File: src/rtl/inst_seq_ctrl.sv
// Multi-cycle FETCH/DECODE/EXEC/MEM/WB sequencer for the RV32I core.
// Optional bus timeout trap enabled with `define BUS_TIMEOUT_EN.
module inst_seq_ctrl #(
  parameter int CNT_W          = 32,
  parameter int TIMEOUT_CYCLES = 255
) (
  input  logic             clk,
  input  logic             rst_n,
  input  logic             run,
  input  logic [6:0]       opcode,
  output logic             imem_req,
  input  logic             imem_ack,
  output logic             inst_we,
  output logic             dmem_req,
  output logic             dmem_we,
  input  logic             dmem_ack,
  output logic             rf_we,
  output logic             pc_we,
  output logic             busy,
  output logic             trap,
  output logic [1:0]       trap_cause,
  input  logic             trap_clr,
  output logic [CNT_W-1:0] instret,
  output logic [2:0]       state
);

  localparam logic [2:0] S_IDLE   = 3'd0;
  localparam logic [2:0] S_FETCH  = 3'd1;
  localparam logic [2:0] S_DECODE = 3'd2;
  localparam logic [2:0] S_EXEC   = 3'd3;
  localparam logic [2:0] S_MEM    = 3'd4;
  localparam logic [2:0] S_WB     = 3'd5;
  localparam logic [2:0] S_TRAP   = 3'd6;

  localparam logic [6:0] OP_LUI   = 7'h37;
  localparam logic [6:0] OP_AUIPC = 7'h17;
  localparam logic [6:0] OP_JAL   = 7'h6f;
  localparam logic [6:0] OP_JALR  = 7'h67;
  localparam logic [6:0] OP_BR    = 7'h63;
  localparam logic [6:0] OP_LD    = 7'h03;
  localparam logic [6:0] OP_ST    = 7'h23;
  localparam logic [6:0] OP_OPI   = 7'h13;
  localparam logic [6:0] OP_OP    = 7'h33;
  localparam logic [6:0] OP_FENCE = 7'h0f;
  localparam logic [6:0] OP_SYS   = 7'h73;

  localparam logic [1:0] C_NONE    = 2'd0;
  localparam logic [1:0] C_ILLEGAL = 2'd1;
  localparam logic [1:0] C_SYSTEM  = 2'd2;
  localparam logic [1:0] C_TIMEOUT = 2'd3;

  typedef struct packed {
    logic imem_req;
    logic dmem_req;
    logic dmem_we;
    logic rf_we;
    logic pc_we;
  } strb_t;

  function automatic logic is_legal(input logic [6:0] op);
    case (op)
      OP_LUI, OP_AUIPC, OP_JAL, OP_JALR, OP_BR, OP_LD,
      OP_ST, OP_OPI, OP_OP, OP_FENCE, OP_SYS: is_legal = 1'b1;
      default:                                is_legal = 1'b0;
    endcase
  endfunction

  function automatic logic writes_rf(input logic [6:0] op);
    case (op)
      OP_LUI, OP_AUIPC, OP_JAL, OP_JALR, OP_LD, OP_OPI, OP_OP: writes_rf = 1'b1;
      default:                                                writes_rf = 1'b0;
    endcase
  endfunction

  logic [2:0]       state_q, state_d;
  logic [6:0]       op_q, op_d;
  logic [1:0]       cause_q, cause_d;
  logic             trap_q;
  logic [CNT_W-1:0] instret_q;
  logic             wait_hit;
  strb_t            strb;

`ifdef BUS_TIMEOUT_EN
  localparam int WAIT_RAW = $clog2(TIMEOUT_CYCLES + 1);
  localparam int WAIT_W   = (WAIT_RAW < 8) ? 8 : ((WAIT_RAW > 32) ? 32 : WAIT_RAW);
  logic [WAIT_W-1:0] wait_cnt;

  // wait_cnt = unacked cycles already spent; the TIMEOUT_CYCLES-th unacked cycle traps.
  assign wait_hit = (wait_cnt == WAIT_W'(TIMEOUT_CYCLES - 1));

  always_ff @(posedge clk or negedge rst_n) begin
    if (!rst_n)
      wait_cnt <= '0;
    else if ((state_q == S_FETCH && !imem_ack) || (state_q == S_MEM && !dmem_ack))
      wait_cnt <= wait_cnt + 1'b1;
    else
      wait_cnt <= '0;
  end
`else
  assign wait_hit = 1'b0;
`endif

  always_comb begin
    state_d = state_q;
    op_d    = op_q;
    cause_d = cause_q;
    case (state_q)
      S_IDLE:
        if (run) state_d = S_FETCH;
      S_FETCH:
        if (imem_ack) state_d = S_DECODE;
        else if (wait_hit) begin
          state_d = S_TRAP;
          cause_d = C_TIMEOUT;
        end
      S_DECODE: begin
        op_d = opcode;
        if (is_legal(opcode)) state_d = S_EXEC;
        else begin
          state_d = S_TRAP;
          cause_d = C_ILLEGAL;
        end
      end
      S_EXEC:
        if (op_q == OP_LD || op_q == OP_ST) state_d = S_MEM;
        else if (op_q == OP_SYS) begin
          state_d = S_TRAP;
          cause_d = C_SYSTEM;
        end
        else state_d = S_WB;
      S_MEM:
        if (dmem_ack) state_d = S_WB;
        else if (wait_hit) begin
          state_d = S_TRAP;
          cause_d = C_TIMEOUT;
        end
      S_WB:
        state_d = run ? S_FETCH : S_IDLE;
      S_TRAP:
        if (trap_clr) begin
          state_d = S_IDLE;
          cause_d = C_NONE;
        end
      default: begin
        state_d = S_IDLE;
        cause_d = C_NONE;
      end
    endcase
  end

  always_ff @(posedge clk or negedge rst_n) begin
    if (!rst_n) begin
      state_q   <= S_IDLE;
      op_q      <= '0;
      cause_q   <= C_NONE;
      trap_q    <= 1'b0;
      instret_q <= '0;
    end else begin
      state_q <= state_d;
      op_q    <= op_d;
      cause_q <= cause_d;
      trap_q  <= (state_d == S_TRAP);
      if (state_q == S_WB) instret_q <= instret_q + 1'b1;
    end
  end

  always_comb begin
    strb          = '0;
    strb.imem_req = (state_q == S_FETCH);
    strb.dmem_req = (state_q == S_MEM);
    strb.dmem_we  = (state_q == S_MEM) && (op_q == OP_ST);
    strb.rf_we    = (state_q == S_WB) && writes_rf(op_q);
    strb.pc_we    = (state_q == S_WB);
  end

  assign imem_req   = strb.imem_req;
  assign inst_we    = (state_q == S_FETCH) && imem_ack;
  assign dmem_req   = strb.dmem_req;
  assign dmem_we    = strb.dmem_we;
  assign rf_we      = strb.rf_we;
  assign pc_we      = strb.pc_we;
  assign busy       = (state_q != S_IDLE) && (state_q != S_TRAP);
  assign trap       = trap_q;
  assign trap_cause = cause_q;
  assign instret    = instret_q;
  assign state      = state_q;

endmodule

File: config.mk
export PLATFORM = sky130hd
export DESIGN_NAME = inst_seq_ctrl
export DESIGN_NICKNAME = d
export VERILOG_FILES = /design/src/rtl/inst_seq_ctrl.sv
export SDC_FILE = /design/constraint.sdc
export NUM_CORES = 1
export LEC_CHECK = 0
export CAP_MARGIN = 20
export CORE_UTILIZATION = 54
export CTS_BUF_LIST = sky130_fd_sc_hd__clkbuf_4 sky130_fd_sc_hd__clkbuf_8
export CTS_CLUSTER_DIAMETER = 50
export DETAILED_ROUTE_END_ITERATION = 7
export PLACE_DENSITY = 0.95
export SLEW_MARGIN = 40
export SYNTH_ARGS = -nofsm -noshare
export SYNTH_HDL_FRONTEND = slang
export SYNTH_SLANG_ARGS = --single-unit
File: constraint.sdc
create_clock -name clk -period 5.35 [get_ports clk]
set_input_delay 1.07 -clock clk [delete_from_list [all_inputs] [get_ports clk]]
set_output_delay 1.07 -clock clk [all_outputs]
set_load 0.05 [all_outputs]
Word-level counts from Yosys, hierarchy flattened

Cells that the tools add are included.

$add $sub $neg: 1
Equality and inequality tests: 32
Mux-type cells: 17
Bitwise logic cells: 1
Reduce and logical (&&, ||, !) cells: 11

Operators by type and width:

| cell                    | number |
|---|---|
| $eq A7 B7 Y1 const B    | 7 |
| $eq A7 B6 Y1 const B    | 6 |
| $add A32 B1 Y32 const B | 1 |
| $eq A7 B5 Y1 const B    | 4 |
| $pmux W3 S7             | 1 |
| $mux W3                 | 5 |
| $eq A7 B2 Y1 const B    | 2 |
| $eq A3 B3 Y1 const B    | 4 |
| $mux W2                 | 6 |
| $reduce_or A11 Y1       | 1 |
| $ne A2 B2 Y1 const B    | 4 |
| $pmux W2 S4             | 1 |
| $eq A7 B4 Y1 const B    | 1 |
| $reduce_or A7 Y1        | 1 |
| $eq A3 B2 Y1 const B    | 2 |
| $reduce_and A5 Y1       | 1 |
| $logic_and A1 B1 Y1     | 4 |
| $mux W1                 | 4 |
| $reduce_or A4 Y1        | 1 |
| $eq A3 B1 Y1 const B    | 1 |
| $logic_not A3 Y1        | 1 |
| $ne A3 B3 Y1 const B    | 1 |
| $reduce_bool A3 Y1      | 1 |
| $logic_or A1 B1 Y1      | 1 |
| $not A1 Y1              | 1 |

Register bits after elaboration: 45
Logic and storage cells: 67

Logic depth before layout (Yosys ltp)

Depth after elaboration: 7
Depth in mapped cells: 6
Gate-level depth less buffers: 5

Worst setup path before layout

Ideal clock, no wire load.

Kind: flip-flop to output port
Start point: register state_q[0] (netlist: state[0])
End point: output port inst_we
Arrival: 2.720 ns
Required time: 4.280 ns
Path slack: 1.560 ns
Stages on the path, launching flop included: 4
Path through: dfrtp_1 -> buf_2 -> nor3b_1 -> and2_1

Longest elaborated chain between the ends: 2

RTL lines:

| what                   | RTL line | RTL |
|---|---|---|
| from (decl)            | 75       | `logic [2:0] state_q, state_d;` |
| from (signal assigned) | 159      | `state_q <= state_d;` |
| $eq A3 B1 Y1           | n/a      |  |
| net imem_req           | 11       | `output logic imem_req,` |
| $logic_and A1 B1 Y1    | 177      | `assign inst_we = (state_q == S_FETCH) && imem_ack;` |
| to (decl)              | 13       | `output logic inst_we,` |

The timed path passes the listed nets, and every way through them passes these cells.

Worst setup path after layout

Start point: input port imem_ack
End point: output port inst_we

Longest elaborated chain between the ends: 1

RTL lines:

| what                | RTL line | RTL |
|---|---|---|
| from (decl)         | 12       | `input logic imem_ack,` |
| $logic_and A1 B1 Y1 | 177      |  |

No other way between the ends.

==> results.tsv <==
stage	metric	value	unit
logic_synthesis	share of synthesized cell area in and, or, nand and nor gates	23.8	%
logic_synthesis	prevailing post-synth register cell	sky130_fd_sc_hd__dfrtp_1	
routing	routed wirelength normalized by instance count	15.7	um
cts	post-cts repair resize count	0	
worst_setup_path	slowest CP cell	sky130_fd_sc_hd__clkdlybuf4s50_1	
logic_synthesis	number of register bits inferred by synthesis	45	
worst_setup_path	Required @ worst endpoint	4.28	ns
sta	Final Setup Violations	0	
global_route	initial antenna violation count	0	
global_route	global-route wire length before repair	8130	um
worst_setup_path	sort of element at the start of the critical path	input pin	
routing	Routed Wire Length	4930	um
layout	fraction of final layout cells sized beyond drive strength 1	7.89	%
routing	router iterations before antenna repair	4	
sta	skew final	0.00700	ns
logic_synthesis	async set-reset flop share out of synthesis	100	%
logic_synthesis	syn_area_per_cell	10.8	sq um
power	Int Pwr	0.000684	W
power	combinational cell fraction of total power	41.2	%
logic_synthesis	complex-gate fraction of the synthesized area	6.60	%
cts	total number of H-tree levels	2	
sta	setup TNS after final layout	0	ns
sta	transition time at the pin with the least slew margin	0.696	ns
run	total of max-cap violations	0	
cts	number of buffers on the longest clock path	2	
logic_synthesis	share of synthesized area occupied by flip-flops and latches	50.8	%
logic_synthesis	Syn. warnings	0	
layout	area occupied by registers	0.00113	sq mm
placement	half-perimeter wire length after detailed placement	3580	um
logic_synthesis	count leader, synth	sky130_fd_sc_hd__dfrtp_1	
logic_synthesis	Synthesized Nets	219	
global_route	leftover overflow at the end of global routing	0	
sta	count of endpoints failing hold in the final timing report	0	
outcome	result of the run	complete, no violations	
power	leakage power total	1.22	nW
logic_synthesis	cell area after synthesis	0.00222	sq mm
routing	via count	1835	
logic_synthesis	area share of xor/xnor cells in the synthesized design	12.6	%
logic_synthesis	share of Yosys cell area claimed by the top area cell type	50.8	%
routing	per-cell via count in the routed design	5.84	
cts	hold buffers post-CTS	0	
power	power share of the sequential group	41.5	%
worst_setup_path	largest fanout of any net on the critical path	2	
cts	Num CTS Buffers	5	
layout	area of combinational cells with multiple inputs	0.00106	sq mm
logic_synthesis	Netlist cell types	40	
placement	worst slack at placement	1.80	ns
logic_synthesis	cell taking the most area after synthesis	sky130_fd_sc_hd__dfrtp_1	
sta	minimum clock period after layout	3.56	ns
routing	initial detailed-routing violation count	105	
power	Net Switching	0.000501	W
layout	diodes inserted	0	
cts	Skew-Pair Late Insertion Delay	0.30	ns
cts	total clock sinks	45	
power	Switching Share	42.3	%
logic_synthesis	post-synthesis cell count	205	
power	clock share of power	17.4	%
power	maximum VDD drop	0.379	mV
worst_setup_path	family with the most delay on the worst path	buffers and inverters	
global_route	global-route total usage across every layer	25.1	%
placement	number of buffers added on ports	57	
worst_setup_path	cells along the critical path	clkdlybuf4s50_1 > and2_1 > clkdlybuf4s50_1	
layout	Total Nets Final	279	
routing	DRT antenna net count	0	
routing	Post-route DRC	0	
cts	clock tree from TritonCTS	yes	
worst_setup_path	nature of the critical path endpoint	output port	
global_route	via count of the first global-routing pass	1721	
logic_synthesis	adder-cell share of the synthesized area	0.564	%
sta	Achievable Freq	281	MHz
die	core outline area	0.00380	sq mm
sta	period utilization	66.5	%
cts	clock tree root buffer cell	sky130_fd_sc_hd__clkbuf_8	
placement	total placed instance area	0.00284	sq mm
worst_setup_path	maximum cell stage delay along the critical path	0.81	ns
layout	area added between synthesis and finish	31.9	%
sta	worst rel slew slack	53.3	%
layout	post-route cell area	0.00292	sq mm
worst_setup_path	most repeated library cell on the critical path	sky130_fd_sc_hd__clkdlybuf4s50_1	
sta	smallest setup slack after layout	1.79	ns
sta	final max-slew violation count	0	
power	power per unit of standard cell area	405	mW/mm^2
logic_synthesis	Synth top cells by count	sky130_fd_sc_hd__dfrtp_1, sky130_fd_sc_hd__xnor2_1, sky130_fd_sc_hd__nand2_1	
placement	global placement routability congestion	0.803	
layout	number of fillers in the final layout	287	
die	Initial Util	58.4	%
cts	register clock-pin slew on the reported worst setup and hold paths	0.07	ns
logic_synthesis	main combinational cell family by area after synthesis	simple AND/OR/NAND/NOR gates	
worst_setup_path	crit path kind	in2out	
die	floorplan die area	0.00437	sq mm
worst_hold_path	Tightest Hold Check Type	reg2reg	
layout	count of non-filler cells in the finished layout	314	
worst_setup_path	total buffers and inverters traversed by the critical path	2	
cts	post-CTS setup buffer count	0	
sta	worst hold margin	0.470	ns
die	die height	66.1	um
die	I/O pin total	58	
die	die width	66.1	um
logic_synthesis	mux share of post-synthesis cell area	4.01	%
global_route	largest net degree at the start of global routing	46	
logic_synthesis	EDFF count, synth	0	
logic_synthesis	synth top area cells	sky130_fd_sc_hd__dfrtp_1, sky130_fd_sc_hd__xnor2_1, sky130_fd_sc_hd__nand4_1	
placement	placed instance count	306	
die	count of standard-cell rows	22	
sta	RSZ-0062 raised after global routing	false	
worst_setup_path	critical path data arrival time	2.49	ns
[power groups by stage]
stage	registers [W]	clock network (W)	logic, W
finish	0.000491	0.000206	0.000488
global route	0.000500	0.000224	0.000515
CTS	0.000487	0.000210	0.000491
detailed placement	0.000492	0	0.000489
global placement	0.000486	0	0.000477
floorplan	0.000563	0	0.000254
[flip-flops by register name (all words and copies together), names as in the netlist]
name        flops
instret        32
op_q            7
state           3
trap            1
trap_cause      2
[stage by stage]
stage          util [%]  total power [W]
4_1_cts            77.0          0.00119
3_3_place_gp       74.5         0.000963
2_1_floorplan         -         0.000818
5_1_grt            77.0          0.00124
3_5_place_dp       74.7         0.000980
6_report           77.0          0.00118
[cells in the final DEF (no fill, tap or decap), drive strengths merged, types with 3 or more instances in the layout]
cell | synthesis | layout
nor3 | 3 | 3
nand4 | 14 | 14
nor4 | 3 | 3
clkdlybuf4s50 | 0 | 56
dfrtp | 45 | 45
a21oi | 4 | 4
o21ai | 4 | 4
xnor2 | 28 | 28
nor2 | 8 | 8
and3 | 9 | 9
mux2 | 7 | 7
nand4b | 4 | 4
and4 | 3 | 3
nand2 | 15 | 15
inv | 4 | 4
nand3 | 13 | 13
nand3b | 3 | 3
and2 | 4 | 4
clkbuf | 3 | 6
xor2 | 4 | 4
a31oi | 3 | 3
[kinds of logic (layout without fill, tap and decap cells)]
logic type               after synthesis  in the layout
AND/OR/NAND/NOR                       88             88
flip-flops                            45             45
XOR/XNOR                              32             32
AO/OA/AOI/OAI                         22             22
buffers and inverters                  9             70
multiplexers                           8              8
adder cells (fa/ha/maj)                1              1
[final timing paths]
kind                            cells after the start          end  slack, ns   startpoint
worst min register to register                      1  instret[31]       0.47  instret[31]
worst max-delay path                                3      inst_we       1.79     imem_ack
worst min-delay path                                1  instret[31]       0.47  instret[31]
max in group asynchronous                           1      op_q[0]       4.21        rst_n
min in group asynchronous                           1  instret[11]       0.76        rst_n
worst max register to register                      4  instret[17]       3.10     state[2]
[layer usage]
metal,global-route usage (%),vias to the layer above,wire (um)
met5,0,-,0
met4,8.24,0,65
met3,4.83,8,193
met2,42.9,60,2600
met1,31.7,906,2070
li1,-,861,-
[area by class of cell]
type / instances / share of cell area (%)
flip-flops and latches: 45 / 38.5
multi-input cells: 151 / 36.3
repair buffers: 58 / 19.7
clock buffers: 6 / 2.61
well taps: 48 / 2.05
inverters: 4 / 0.513
clock inverters: 2 / 0.342
No activity file was read; power rests on OpenSTA's default activity.
